File: src/rtl/zaxxon_sound_ppi_if.sv
// rtl/zaxxon_sound_ppi_if.sv - CPU bus bundle for the Zaxxon sound port block
//
// Signals:
//   cpu_cs    chip select
//   cpu_wr    write strobe (level, qualified by cpu_cs)
//   cpu_rd    read strobe (level, qualified by cpu_cs)
//   cpu_addr  register select: 0=PORTA 1=PORTB 2=PORTC 3=CTRL
//   cpu_din   write data
//   cpu_dout  registered read data
// Modports: master drives the bus (CPU side), slave is the port block.

interface zaxxon_sound_ppi_if;
    logic       cpu_cs;
    logic       cpu_wr;
    logic       cpu_rd;
    logic [1:0] cpu_addr;
    logic [7:0] cpu_din;
    logic [7:0] cpu_dout;

    modport master (
        output cpu_cs,
        output cpu_wr,
        output cpu_rd,
        output cpu_addr,
        output cpu_din,
        input  cpu_dout
    );

    modport slave (
        input  cpu_cs,
        input  cpu_wr,
        input  cpu_rd,
        input  cpu_addr,
        input  cpu_din,
        output cpu_dout
    );
endinterface

File: src/rtl/zaxxon_sound_ppi.sv
// rtl/zaxxon_sound_ppi.sv - 8255-style sound port block with PORTB one-shot triggers
//
// Parameters:
//   HOLD_CYCLES  one-shot pulse length in clk_sys cycles (1..65535)
// Ports:
//   clk_sys     system clock
//   reset       synchronous active-high reset
//   cpu         CPU bus (zaxxon_sound_ppi_if.slave)
//   trig        PORTA level triggers
//   trig_pulse  one-shot triggers armed by 0->1 edges written to PORTB
//   portc_out   PORTC latch (volume/enable lines)
// Build option:
//   ZAXXON_SND_READBACK_EN  when defined, reads return port contents;
//                           otherwise every read returns 8'hFF.

module zaxxon_sound_ppi #(
    parameter int unsigned HOLD_CYCLES = 48000
) (
    input  logic                    clk_sys,
    input  logic                    reset,
    zaxxon_sound_ppi_if.slave       cpu,
    output logic [7:0]              trig,
    output logic [7:0]              trig_pulse,
    output logic [7:0]              portc_out
);

    localparam logic [15:0] HOLD = 16'(HOLD_CYCLES);

    logic [7:0]  porta;
    logic [7:0]  portb;
    logic [7:0]  portc;
    logic        wr_prev;
    logic [15:0] cnt [8];

    logic        wr_strobe;
    logic        wr_evt;
    logic        a_we;
    logic        b_we;
    logic        c_we;
    logic        ctrl_mode;
    logic        ctrl_bsr;
    logic [7:0]  arm;
    logic        rd_en;
    logic [7:0]  rd_data;
    logic [7:0]  dout_q;

    // A held strobe only writes once: the event is the rising edge of cs&wr.
    // wr_prev is cleared by reset so a strobe held across release writes again.
    assign wr_strobe = cpu.cpu_cs & cpu.cpu_wr;
    assign wr_evt    = wr_strobe & ~wr_prev;
    assign rd_en     = cpu.cpu_cs & cpu.cpu_rd;

    always_comb begin
        a_we      = 1'b0;
        b_we      = 1'b0;
        c_we      = 1'b0;
        ctrl_mode = 1'b0;
        ctrl_bsr  = 1'b0;
        if (wr_evt) begin
            case (cpu.cpu_addr)
                2'd0:    a_we = 1'b1;
                2'd1:    b_we = 1'b1;
                2'd2:    c_we = 1'b1;
                default: begin
                    ctrl_mode = cpu.cpu_din[7];
                    ctrl_bsr  = ~cpu.cpu_din[7];
                end
            endcase
        end
    end

    // Only bits rising relative to the previous PORTB latch arm a one-shot;
    // falling bits leave running pulses alone.
    assign arm = b_we ? (cpu.cpu_din & ~portb) : 8'h00;

    always_ff @(posedge clk_sys) begin
        if (reset) begin
            porta   <= 8'h00;
            portb   <= 8'h00;
            portc   <= 8'h00;
            wr_prev <= 1'b0;
        end else begin
            wr_prev <= wr_strobe;
            if (ctrl_mode) begin
                porta <= 8'h00;
                portb <= 8'h00;
                portc <= 8'h00;
            end else begin
                if (a_we)     porta <= cpu.cpu_din;
                if (b_we)     portb <= cpu.cpu_din;
                if (c_we)     portc <= cpu.cpu_din;
                if (ctrl_bsr) portc[cpu.cpu_din[3:1]] <= cpu.cpu_din[0];
            end
        end
    end

    // Per-bit down-counters; the pulse is high while the counter is nonzero.
    // Arming takes priority over the decrement, so a re-arm on the expiry
    // cycle reloads instead of letting the pulse drop.
    always_ff @(posedge clk_sys) begin
        for (int n = 0; n < 8; n++) begin
            if (reset || ctrl_mode) begin
                cnt[n] <= 16'd0;
            end else if (arm[n]) begin
                cnt[n] <= HOLD;
            end else if (cnt[n] != 16'd0) begin
                cnt[n] <= cnt[n] - 16'd1;
            end
        end
    end

    always_comb begin
        for (int n = 0; n < 8; n++) begin
            trig_pulse[n] = (cnt[n] != 16'd0);
        end
    end

    assign trig      = porta;
    assign portc_out = portc;

    // Read data is sampled from the registers before any same-cycle write
    // lands, so a combined read/write returns the old contents.
`ifdef ZAXXON_SND_READBACK_EN
    always_comb begin
        rd_data = 8'h00;
        case (cpu.cpu_addr)
            2'd0:    rd_data = porta;
            2'd1:    rd_data = portb;
            2'd2:    rd_data = portc;
            default: rd_data = {7'b0, |trig_pulse};
        endcase
    end
`else
    assign rd_data = 8'hFF;
`endif

    always_ff @(posedge clk_sys) begin
        if (reset) begin
            dout_q <= 8'h00;
        end else if (rd_en) begin
            dout_q <= rd_data;
        end
    end

    assign cpu.cpu_dout = dout_q;

endmodule

File: src/flat_wrapper.sv
// flat-port wrapper written by rule: the top's interface ports become plain ports
module zaxxon_sound_ppi_flat 
#(
    parameter int unsigned HOLD_CYCLES = 48000
)
  (clk_sys, reset, trig, trig_pulse, portc_out, cpu_cpu_cs, cpu_cpu_wr, cpu_cpu_rd, cpu_cpu_addr, cpu_cpu_din, cpu_cpu_dout);
  zaxxon_sound_ppi_if cpu_i ();
  input  logic clk_sys;
  input  logic reset;
  output logic [7:0] trig;
  output logic [7:0] trig_pulse;
  output logic [7:0] portc_out;
  input wire logic [$bits(cpu_i.cpu_cs)-1:0] cpu_cpu_cs;
  input wire logic [$bits(cpu_i.cpu_wr)-1:0] cpu_cpu_wr;
  input wire logic [$bits(cpu_i.cpu_rd)-1:0] cpu_cpu_rd;
  input wire logic [$bits(cpu_i.cpu_addr)-1:0] cpu_cpu_addr;
  input wire logic [$bits(cpu_i.cpu_din)-1:0] cpu_cpu_din;
  output wire logic [$bits(cpu_i.cpu_dout)-1:0] cpu_cpu_dout;
  assign cpu_i.cpu_cs = cpu_cpu_cs;
  assign cpu_i.cpu_wr = cpu_cpu_wr;
  assign cpu_i.cpu_rd = cpu_cpu_rd;
  assign cpu_i.cpu_addr = cpu_cpu_addr;
  assign cpu_i.cpu_din = cpu_cpu_din;
  assign cpu_cpu_dout = cpu_i.cpu_dout;
  zaxxon_sound_ppi #(.HOLD_CYCLES(HOLD_CYCLES)) u_core (.clk_sys(clk_sys), .reset(reset), .cpu(cpu_i), .trig(trig), .trig_pulse(trig_pulse), .portc_out(portc_out));
endmodule
File: config.mk
export PLATFORM = sky130hd
export DESIGN_NAME = zaxxon_sound_ppi_flat
export DESIGN_NICKNAME = d
export VERILOG_FILES = /design/src/rtl/zaxxon_sound_ppi_if.sv /design/src/rtl/zaxxon_sound_ppi.sv /design/src/flat_wrapper.sv
export SDC_FILE = /design/constraint.sdc
export NUM_CORES = 1
export LEC_CHECK = 0
export BUFFER_PORTS_ARGS = -buffer_cell sky130_fd_sc_hd__buf_2
export CAP_MARGIN = 20
export CORE_MARGIN = 10
export CORE_UTILIZATION = 30
export DETAILED_ROUTE_END_ITERATION = 16
export HOLD_SLACK_MARGIN = 0.15
export PLACE_DENSITY_LB_ADDON = 0.1
export SYNTH_ARGS = -nofsm -noshare
export SYNTH_HDL_FRONTEND = slang
export SYNTH_SLANG_ARGS = --single-unit
File: constraint.sdc
create_clock -name clk_sys -period 2.75 [get_ports clk_sys]
set_input_delay 0 -clock clk_sys [delete_from_list [all_inputs] [get_ports clk_sys]]
set_output_delay 0 -clock clk_sys [all_outputs]
set_load 0.01 [all_outputs]
==> out/metrics.csv, run 1 <==
metric,value,unit
synth-edff-count,128,
cp.required,2.89,ns
slew_headroom,56.1,%
power_density,1040,nW/µm²
post-route-min-period,2.60,ns
n_antenna_cell,0,
fmax,384,MHz
status,completed,
die_h,184,µm
synthArstFlopShare,0,%
cts_buffer_depth,2,
syn-cell-area,8090,µm²
drt_iter0_markers,364,
setup_viol,0,
grt_max_degree,21,
rows,60,
grt_overflow,0,
min_to,u_core.portc_out[3],
drv_slew,0,
path_max_fanout,15,
vias,5930,
initial_core_util,30.3,%
drcViolationCount,0,
fin_nets,898,
vias_per_cell,4.85,
io_pins,47,
avgRoutedWirePerCell,14.9,µm
cap_viol_max_count,0,
synth-seq-area-share,53.9,%
ant_nets,0,
cts.sinks,154,
reg2reg_depth,5,
synth_seq_cells,154,
globalplace.congestion,0.755,
cts_htree_levels,4,
die_area,33900,µm²
finalClockSkew,0.0127,ns
regToRegEndpoint,u_core.cnt[1][8],
hold_path_depth,5,
antenna_found_initial,0,
p_sw_share,34.5,%
numCtsBuffers,17,
arrival,2.75,ns
port_buffers,46,
power_frac_comb,35.9,%
syn_avg_cell_area,10.5,µm²
cts_root_buffer,clkbuf_16,
dp_cells,1167,
p_leak,3.81,nW
synth-main-ff-cell,edfxtp_1,
power_frac_seq,39.6,%
finalCritPeriodShare,94.6,%
area_delta_synth_final,20.4,%
first_pass_iters,4,
postLayoutSetupSlackWorst,0.148,ns
syn_nets,801,
path_class,flop to flop,
critPathLaunchType,flop,
tns,0,ns
grt_pass1_wl,30300,µm
hpwl,13100,µm
drive_above_1_share,15.3,%
hold_viol_final,0,
postSynthCellCount,771,
final_cells,1222,
final_common_cell,edfxtp_1,
min_from,cpu_cpu_addr[0],
grt_setup_unrepaired,false,
cts_tree,done,
endpoint_kind,flop,
yosysWarnings,0,
place_area,8880,µm²
drt_wl_total,18200,µm
gr-usage-all-layers,11.0,%
fp.dieW,184,µm
tightest_slew,0.652,ns
hold_path.class,primary input to flop,
power.switching,3.51,mW
place_ws,0.0639,ns
clock_latency,0.42,ns
ff2ff_setup_slack,0.15,ns
clock_power_share,24.5,%
layout_common_cells,"edfxtp_1, nor2_1, xnor2_1, nand2_1, o21ai_0",
clk_pin_slew_worst_paths,0.06,ns
ir_drop,0.000384,V
postLayoutCoreUtil,36.5,%
core,26700,µm²
grt_pass1_vias,6009,
r2r-start,u_core.cnt[1][9],
power.internal,6.66,mW
ys_types,54,
fin_area,9740,µm²
## sequential cells by signal, indices dropped and copies added (netlist names)
name,flops
u_core.cnt,128
u_core.trig,8
u_core.portb,8
u_core.wr_prev,1
u_core.cpu.cpu_dout,1
u_core.portc_out,8
## metrics by stage
stage	hold slack, ns	total power [mW]
after floorplan	0.0724	6.71
final	0.187	10.2
after detailed placement	0.241	7.68
after global routing	0.210	10.9
after CTS	0.157	10.3
after global placement	0.230	7.60
## worst max-delay path, cell delays in order (launching register included)
cell	delay, ns
edfxtp_1	0.41
or4_4	0.56
or4_4	0.52
or4_4	0.52
nand2_4	0.18
o21ai_0	0.13
## power groups by stage
stage	Sequential [mW]	Clock [mW]	Combinational, mW
3_3_place_gp	4.04	0	3.56
2_1_floorplan	3.94	0	2.78
4_1_cts	4.03	2.56	3.68
3_5_place_dp	4.08	0	3.60
6_report	4.03	2.49	3.65
5_1_grt	4.13	2.67	4.14
## Yosys cell counts (9+ instances only)
cell type,instances,area (µm²)
buf_4,9,67.6
mux2i_1,15,150
dfxtp_1,26,521
inv_1,27,101
nand2b_1,9,56.3
clkbuf_1,13,48.8
nor4_1,25,156
or3_1,13,81.3
xor2_1,34,298
nand3_1,15,75.1
nor2b_1,9,56.3
nor2_1,112,420
o21ai_0,52,260
ha_1,15,188
nor3_1,28,140
xnor2_1,61,534
edfxtp_1,128,3840
a21oi_1,40,200
nand2_1,57,214
or4_1,17,128
## what timing repair did
item                                    CTS  global route
setup buffers                             0             2
endpoints found under the hold margin    26             0
hold buffers                             21             0
resized for setup                         0             2
endpoints found under the setup margin    0            21
## kinds of logic (layout without fill, tap and decap cells)
kind of cell	Yosys count	after routing	share of synthesized area, %
AO/OA/AOI/OAI	111	111	7.45
XOR/XNOR	95	95	10.3
adder cells (fa/ha/maj)	15	15	2.32
buffers and inverters	51	161	3.00
flip-flops	154	154	53.9
multiplexers	19	19	2.41
AND/OR/NAND/NOR	326	326	20.6
## routing by layer
layer  GRT usage (%)  vias to the layer above  part of all wire, %
met3            2.64                       14                  3.1
met2            17.5                       74                   46
met1            14.4                     2862                   50
met4            3.28                        0                  1.1
li1                -                     2980                    -
met5               0                        -                    0
## worst max path at each step
stage	start	endpoint	depth (start not counted)
floorplan	u_core.cnt[1][6]	u_core.cnt[1][0]	5
global placement	u_core.cnt[1][6]	u_core.cnt[1][0]	5
detailed placement	u_core.cnt[1][9]	u_core.cnt[1][4]	5
CTS	u_core.cnt[1][9]	u_core.cnt[1][11]	5
global route	u_core.cnt[0][24]	u_core.cnt[0][31]	6
finish	u_core.cnt[1][9]	u_core.cnt[1][8]	5
## layout make-up
cell class              count  area [µm²]
flip-flops and latches    154        4360
well taps                 341         427
repair buffers            102         716
multi-input cells         566        3510
clock inverters            14         195
fillers                  2659       17000
inverters                  27         101
clock buffers              18         429
Power figures use the tool's default switching activity.
==> run 2, diff against run 1 <==
- CORE_MARGIN: 10 -> 4
- SETUP_SLACK_MARGIN: not set -> 0.4
==> run 2 against run 1 <==
Effect of this change:
- first-iteration DRC count grew 18%
- wire length grew 2.1%
- die area shrank 13%
- count of clock-buffer cells in the layout grew 1
- worst setup slack gained 0.0090 ns
- cell area grew 5.4%
- largest power group is now combinational logic
- combinational power grew 16%
- global-route usage grew 1.6 points
==> out/metrics.csv, run 2 (synthesis gave the netlist of run 1 again) <==
metric,value,unit
min_to,u_core.trig[4],
fp.dieW,172,µm
clk_pin_slew_worst_paths,0.06,ns
final_common_cell,edfxtp_1,
drt_iter0_markers,428,
hold_path_depth,4,
r2r-start,u_core.cnt[1][9],
post-route-min-period,2.59,ns
cp.required,2.91,ns
initial_core_util,30.8,%
port_buffers,46,
cts_tree,done,
place_area,8840,µm²
die_h,172,µm
drt_wl_total,18600,µm
grt_setup_unrepaired,true,
endpoint_kind,flop,
core,26300,µm²
slew_headroom,24.9,%
cts.sinks,154,
largest_reg_flops,128,
status,completed,
numCtsBuffers,17,
first_pass_iters,4,
ant_nets,0,
power_density,1040,nW/µm²
avgRoutedWirePerCell,15.0,µm
rows,59,
fin_area,10300,µm²
globalplace.congestion,0.806,
clock_latency,0.42,ns
min_from,cpu_cpu_din[4],
cts_root_buffer,clkbuf_16,
drcViolationCount,0,
path_class,flop to flop,
hpwl,12500,µm
antenna_found_initial,2,
grt_max_degree,31,
dp_cells,1149,
final_cells,1240,
drive_above_1_share,21.5,%
fill_cells,2567,
area_delta_synth_final,26.8,%
regToRegEndpoint,u_core.cnt[1][8],
vias,6054,
fin_nets,920,
setup_viol,0,
grt_pass1_wl,29600,µm
layout_common_cells,"edfxtp_1, nor2_1, xnor2_1, nand2_1, buf_2",
tightest_slew,1.13,ns
finalClockSkew,0.00861,ns
seq_area,4360,µm²
cap_viol_max_count,0,
place_ws,0.139,ns
vias_per_cell,4.88,
path_max_fanout,8,
drv_slew,0,
arrival,2.75,ns
regMostFlops,u_core.cnt,
ff2ff_setup_slack,0.16,ns
postLayoutCoreUtil,39.1,%
hold_path.class,primary input to flop,
ir_drop,0.000403,V
cts_htree_levels,4,
cts_buffer_depth,2,
reg2reg_depth,6,
gr-usage-all-layers,12.6,%
critPathLaunchType,flop,
tns,0,ns
p_leak,3.99,nW
fmax,386,MHz
grt_overflow,0,
die_area,29700,µm²
finalCritPeriodShare,94.3,%
multi_input_area,3860,µm²
postLayoutSetupSlackWorst,0.157,ns
grt_pass1_vias,5848,
hold_viol_final,0,
io_pins,47,
[run 2: changes by cell type in the layout (fill, tap and decap cells not counted), moves of 5 or more]
cell / previous run / this run
or4_4: 3 / 9
nor2_4: 0 / 5
nand2_1: 56 / 49
nor4_1: 25 / 20
o21ai_2: 1 / 8
o21ai_0: 52 / 41
or4_1: 17 / 11
nor2_1: 112 / 104
buf_6: 0 / 5
buf_4: 34 / 42
nand2_8: 0 / 5
[run 2: worst max path at each step]
stage,startpoint,to,depth (start not counted)
floorplan,u_core.cnt[1][6],u_core.cnt[1][12],6
CTS,u_core.cnt[1][6],u_core.cnt[1][9],5
detailed placement,u_core.cnt[1][6],u_core.cnt[1][7],5
finish,u_core.cnt[1][9],u_core.cnt[1][8],6
global route,u_core.cnt[1][9],u_core.cnt[1][8],6
global placement,u_core.cnt[1][6],u_core.cnt[1][7],5
[run 2: cell type report]
class,instances,area share (%)
Multi-Input combinational cell,571,37.6
Timing Repair Buffer,119,8.79
Clock inverter,13,1.67
Inverter,27,1.04
Antenna cell,2,0.0488
Tap cell,335,4.08
Sequential cell,154,42.5
Clock buffer,19,4.22
[run 2: critical path, cell delays in order (launching register included)]
cell      delay [ns]
edfxtp_1        0.40
or4_4           0.55
or4_4           0.50
or4_4           0.54
buf_6           0.15
nand2_8         0.08
o21ai_1         0.10
[run 2: report_power, final]
| part | internal (mW) | switching [mW] | total [mW] | leakage [nW] |
|---|---|---|---|---|
| Sequential | 3.47 | 0.599 | 4.07 | 1.72 |
| Combinational | 2.00 | 2.23 | 4.23 | 1.99 |
| Clock | 1.44 | 0.991 | 2.43 | 0.288 |
| Total | 6.91 | 3.82 | 10.7 | 3.99 |
[run 2: timing repair]
action | in CTS | in global routing
setup endpoints to repair | 125 | 130
pin swaps | 6 | 18
buffers inserted | 17 | 9
gates resized for setup | 24 | 50
hold endpoints to repair | 26 | 0
hold buffers | 25 | 0
gates cloned | 3 | 2
[run 2: metrics by stage]
step,power (mW),hold slack (ns)
after floorplan,6.79,0.0724
after global placement,7.58,0.232
after detailed placement,7.68,0.241
after CTS,10.5,0.412
after global routing,11.5,0.449
final,10.7,0.414
[run 2: per-layer routing]
metal	up-vias	part of all wire [%]	GRT usage [%]
met5	-	0	0
met4	0	0.77	3.55
met3	14	4.7	3.48
met2	89	48	20.3
met1	2917	47	16.6
li1	3034	-	-
==> run 3, diff against run 2 <==
- CORE_UTILIZATION: 30 -> 57
- CTS_BUF_LIST: not set -> sky130_fd_sc_hd__clkbuf_4 sky130_fd_sc_hd__clkbuf_8
==> run 3 against run 2 <==
Effect of this change:
- register-to-register slack improved by 0.03 ns
- critical path depth shrank 2
- non-clock buffer count down 5
- worst setup slack better by 0.012 ns
- sequential cell count did not move
- critical endpoint is now trig_pulse[2]
- via count grew 0.79%
- global-route usage up 8.5 points
- clock power shrank 36%
- sequential power about the same
- cell area fell by 6.1%
- worst hold slack got worse by 0.050 ns
- final cell count is 13% lower
==> out/metrics.csv, run 3 (synthesis gave the netlist of run 1 again) <==
metric,value,unit
place_area,8620,µm²
gr-usage-all-layers,21.1,%
cts_buffer_depth,2,
globalplace.congestion,0.834,
p_sw_share,36.6,%
p_leak,3.82,nW
die_area,16200,µm²
drive_above_1_share,20.1,%
hold_path.class,primary input to flop,
post-route-min-period,2.58,ns
vias_per_cell,5.67,
die_h,127,µm
port_buffers,46,
cts_htree_levels,4,
cts_root_buffer,clkbuf_8,
largest_reg_flops,128,
first_pass_iters,6,
worst-path-buf-inv,1,
grt_max_degree,25,
initial_core_util,58.3,%
fp.dieW,127,µm
finalClockSkew,0.00917,ns
whs,0.364,ns
rows,43,
drcViolationCount,0,
layout_common_cells,"edfxtp_1, nor2_1, xnor2_1, nand2_1, o21ai_0",
avgRoutedWirePerCell,16.0,µm
tightest_slew,0.944,ns
power_frac_comb,41.7,%
grt_pass1_wl,27800,µm
vias,6102,
cts_tree,done,
drt_iter0_markers,366,
power.switching,3.52,mW
path_class,flop to output pin,
cap_viol_max_count,0,
cp.required,2.75,ns
numCtsBuffers,17,
hold_viol_final,0,
io_pins,47,
grt_overflow,0,
ff2ff_setup_slack,0.19,ns
grt_pass1_vias,5951,
critPathLaunchType,flop,
fin_area,9640,µm²
hold_path_depth,3,
tns,0,ns
area_delta_synth_final,19.1,%
arrival,2.58,ns
slowest_delay,0.55,ns
n_antenna_cell,0,
drt_wl_total,17200,µm
slew_headroom,37.1,%
cp_num_cells,4,
power_density,999,nW/µm²
grt_setup_unrepaired,true,
drv_slew,0,
fin_nets,913,
clock_power_share,16.1,%
antenna_found_initial,0,
endpoint_kind,output pin,
finalCritPeriodShare,93.9,%
power_frac_seq,42.3,%
path_max_fanout,3,
slowest_stage,or4_4,
reg2reg_depth,6,
setup_viol,0,
critPathTopFamily,simple AND/OR/NAND/NOR gates,
fmax,387,MHz
ant_nets,0,
final_common_cell,edfxtp_1,
hpwl,11600,µm
status,completed,
clock_latency,0.44,ns
core,13900,µm²
regMostFlops,u_core.cnt,
clk_pin_slew_worst_paths,0.08,ns
power.internal,6.11,mW
crit_chain,or4_4 -> or4_4 -> or4_4 -> buf_6,
cts.sinks,154,
cpMostUsedCell,or4_4,
ir_drop,0.000514,V
run 3: cell count changes in the layout (fill, tap and decap cells not counted), sizes merged:
cell and change:
buf -5, bufinv -3, clkbuf +9, clkinv -3
clkinvlp -2, diode -2, inv -1, nand2 -2
run 3: metal layers:
metal  up-vias  GRT usage, %  share of wire (%)
met5         -             0                  0
met4         0          6.81                1.6
met2       125          36.4                 50
met1      2941          26.7                 44
li1       3011             -                  -
met3        25          4.43                4.7
run 3: worst paths after layout:
kind               startpoint                     end
max          u_core.cnt[1][9]           trig_pulse[2]
min                     reset  u_core.cpu.cpu_dout[0]
max reg2reg  u_core.cnt[1][9]       u_core.cnt[1][12]
min reg2reg   u_core.portb[6]         u_core.portb[6]
run 3: layout make-up:
cell class / instances / area [µm²]
Clock buffer: 28 / 335
Clock inverter: 4 / 20.0
Fill cell: 1032 / 4240
Inverter: 27 / 109
Multi-Input combinational cell: 569 / 3750
Sequential cell: 154 / 4370
Tap cell: 180 / 225
Timing Repair Buffer: 114 / 825
run 3: power groups by stage:
| stage | Combinational, mW | Clock (mW) | Sequential (mW) |
|---|---|---|---|
| floorplan | 2.85 | 0 | 3.95 |
| global placement | 3.40 | 0 | 4.05 |
| detailed placement | 3.52 | 0 | 4.12 |
| CTS | 3.82 | 1.58 | 4.03 |
| global route | 4.46 | 1.67 | 4.15 |
| finish | 4.01 | 1.55 | 4.07 |
run 3: what timing repair did:
action,4_1_cts,5_1_grt
hold buffers,30,0
endpoints found under the hold margin,26,0
gates resized for setup,18,30
gates cloned,3,0
setup buffers,16,7
setup endpoints to repair,101,148
pin swaps,2,9
run 3: worst reg2reg max path, cell delays in order, from the launching register on:
cell      delay, ns
edfxtp_1       0.41
or4_4          0.55
or4_4          0.54
buf_4          0.16
or3_2          0.42
xor2_1         0.16
o21ai_1        0.07
run 3: per-stage QoR:
step	util, %	worst slack (ns)	cells	total power [mW]
6_report	69.4	0.169	1076	9.63
5_1_grt	69.4	0.132	1076	10.3
4_1_cts	68.5	0.169	1073	9.43
3_5_place_dp	62.1	0.165	992	7.63
3_3_place_gp	62.1	0.233	992	7.45
2_1_floorplan	-	0.258	771	6.79
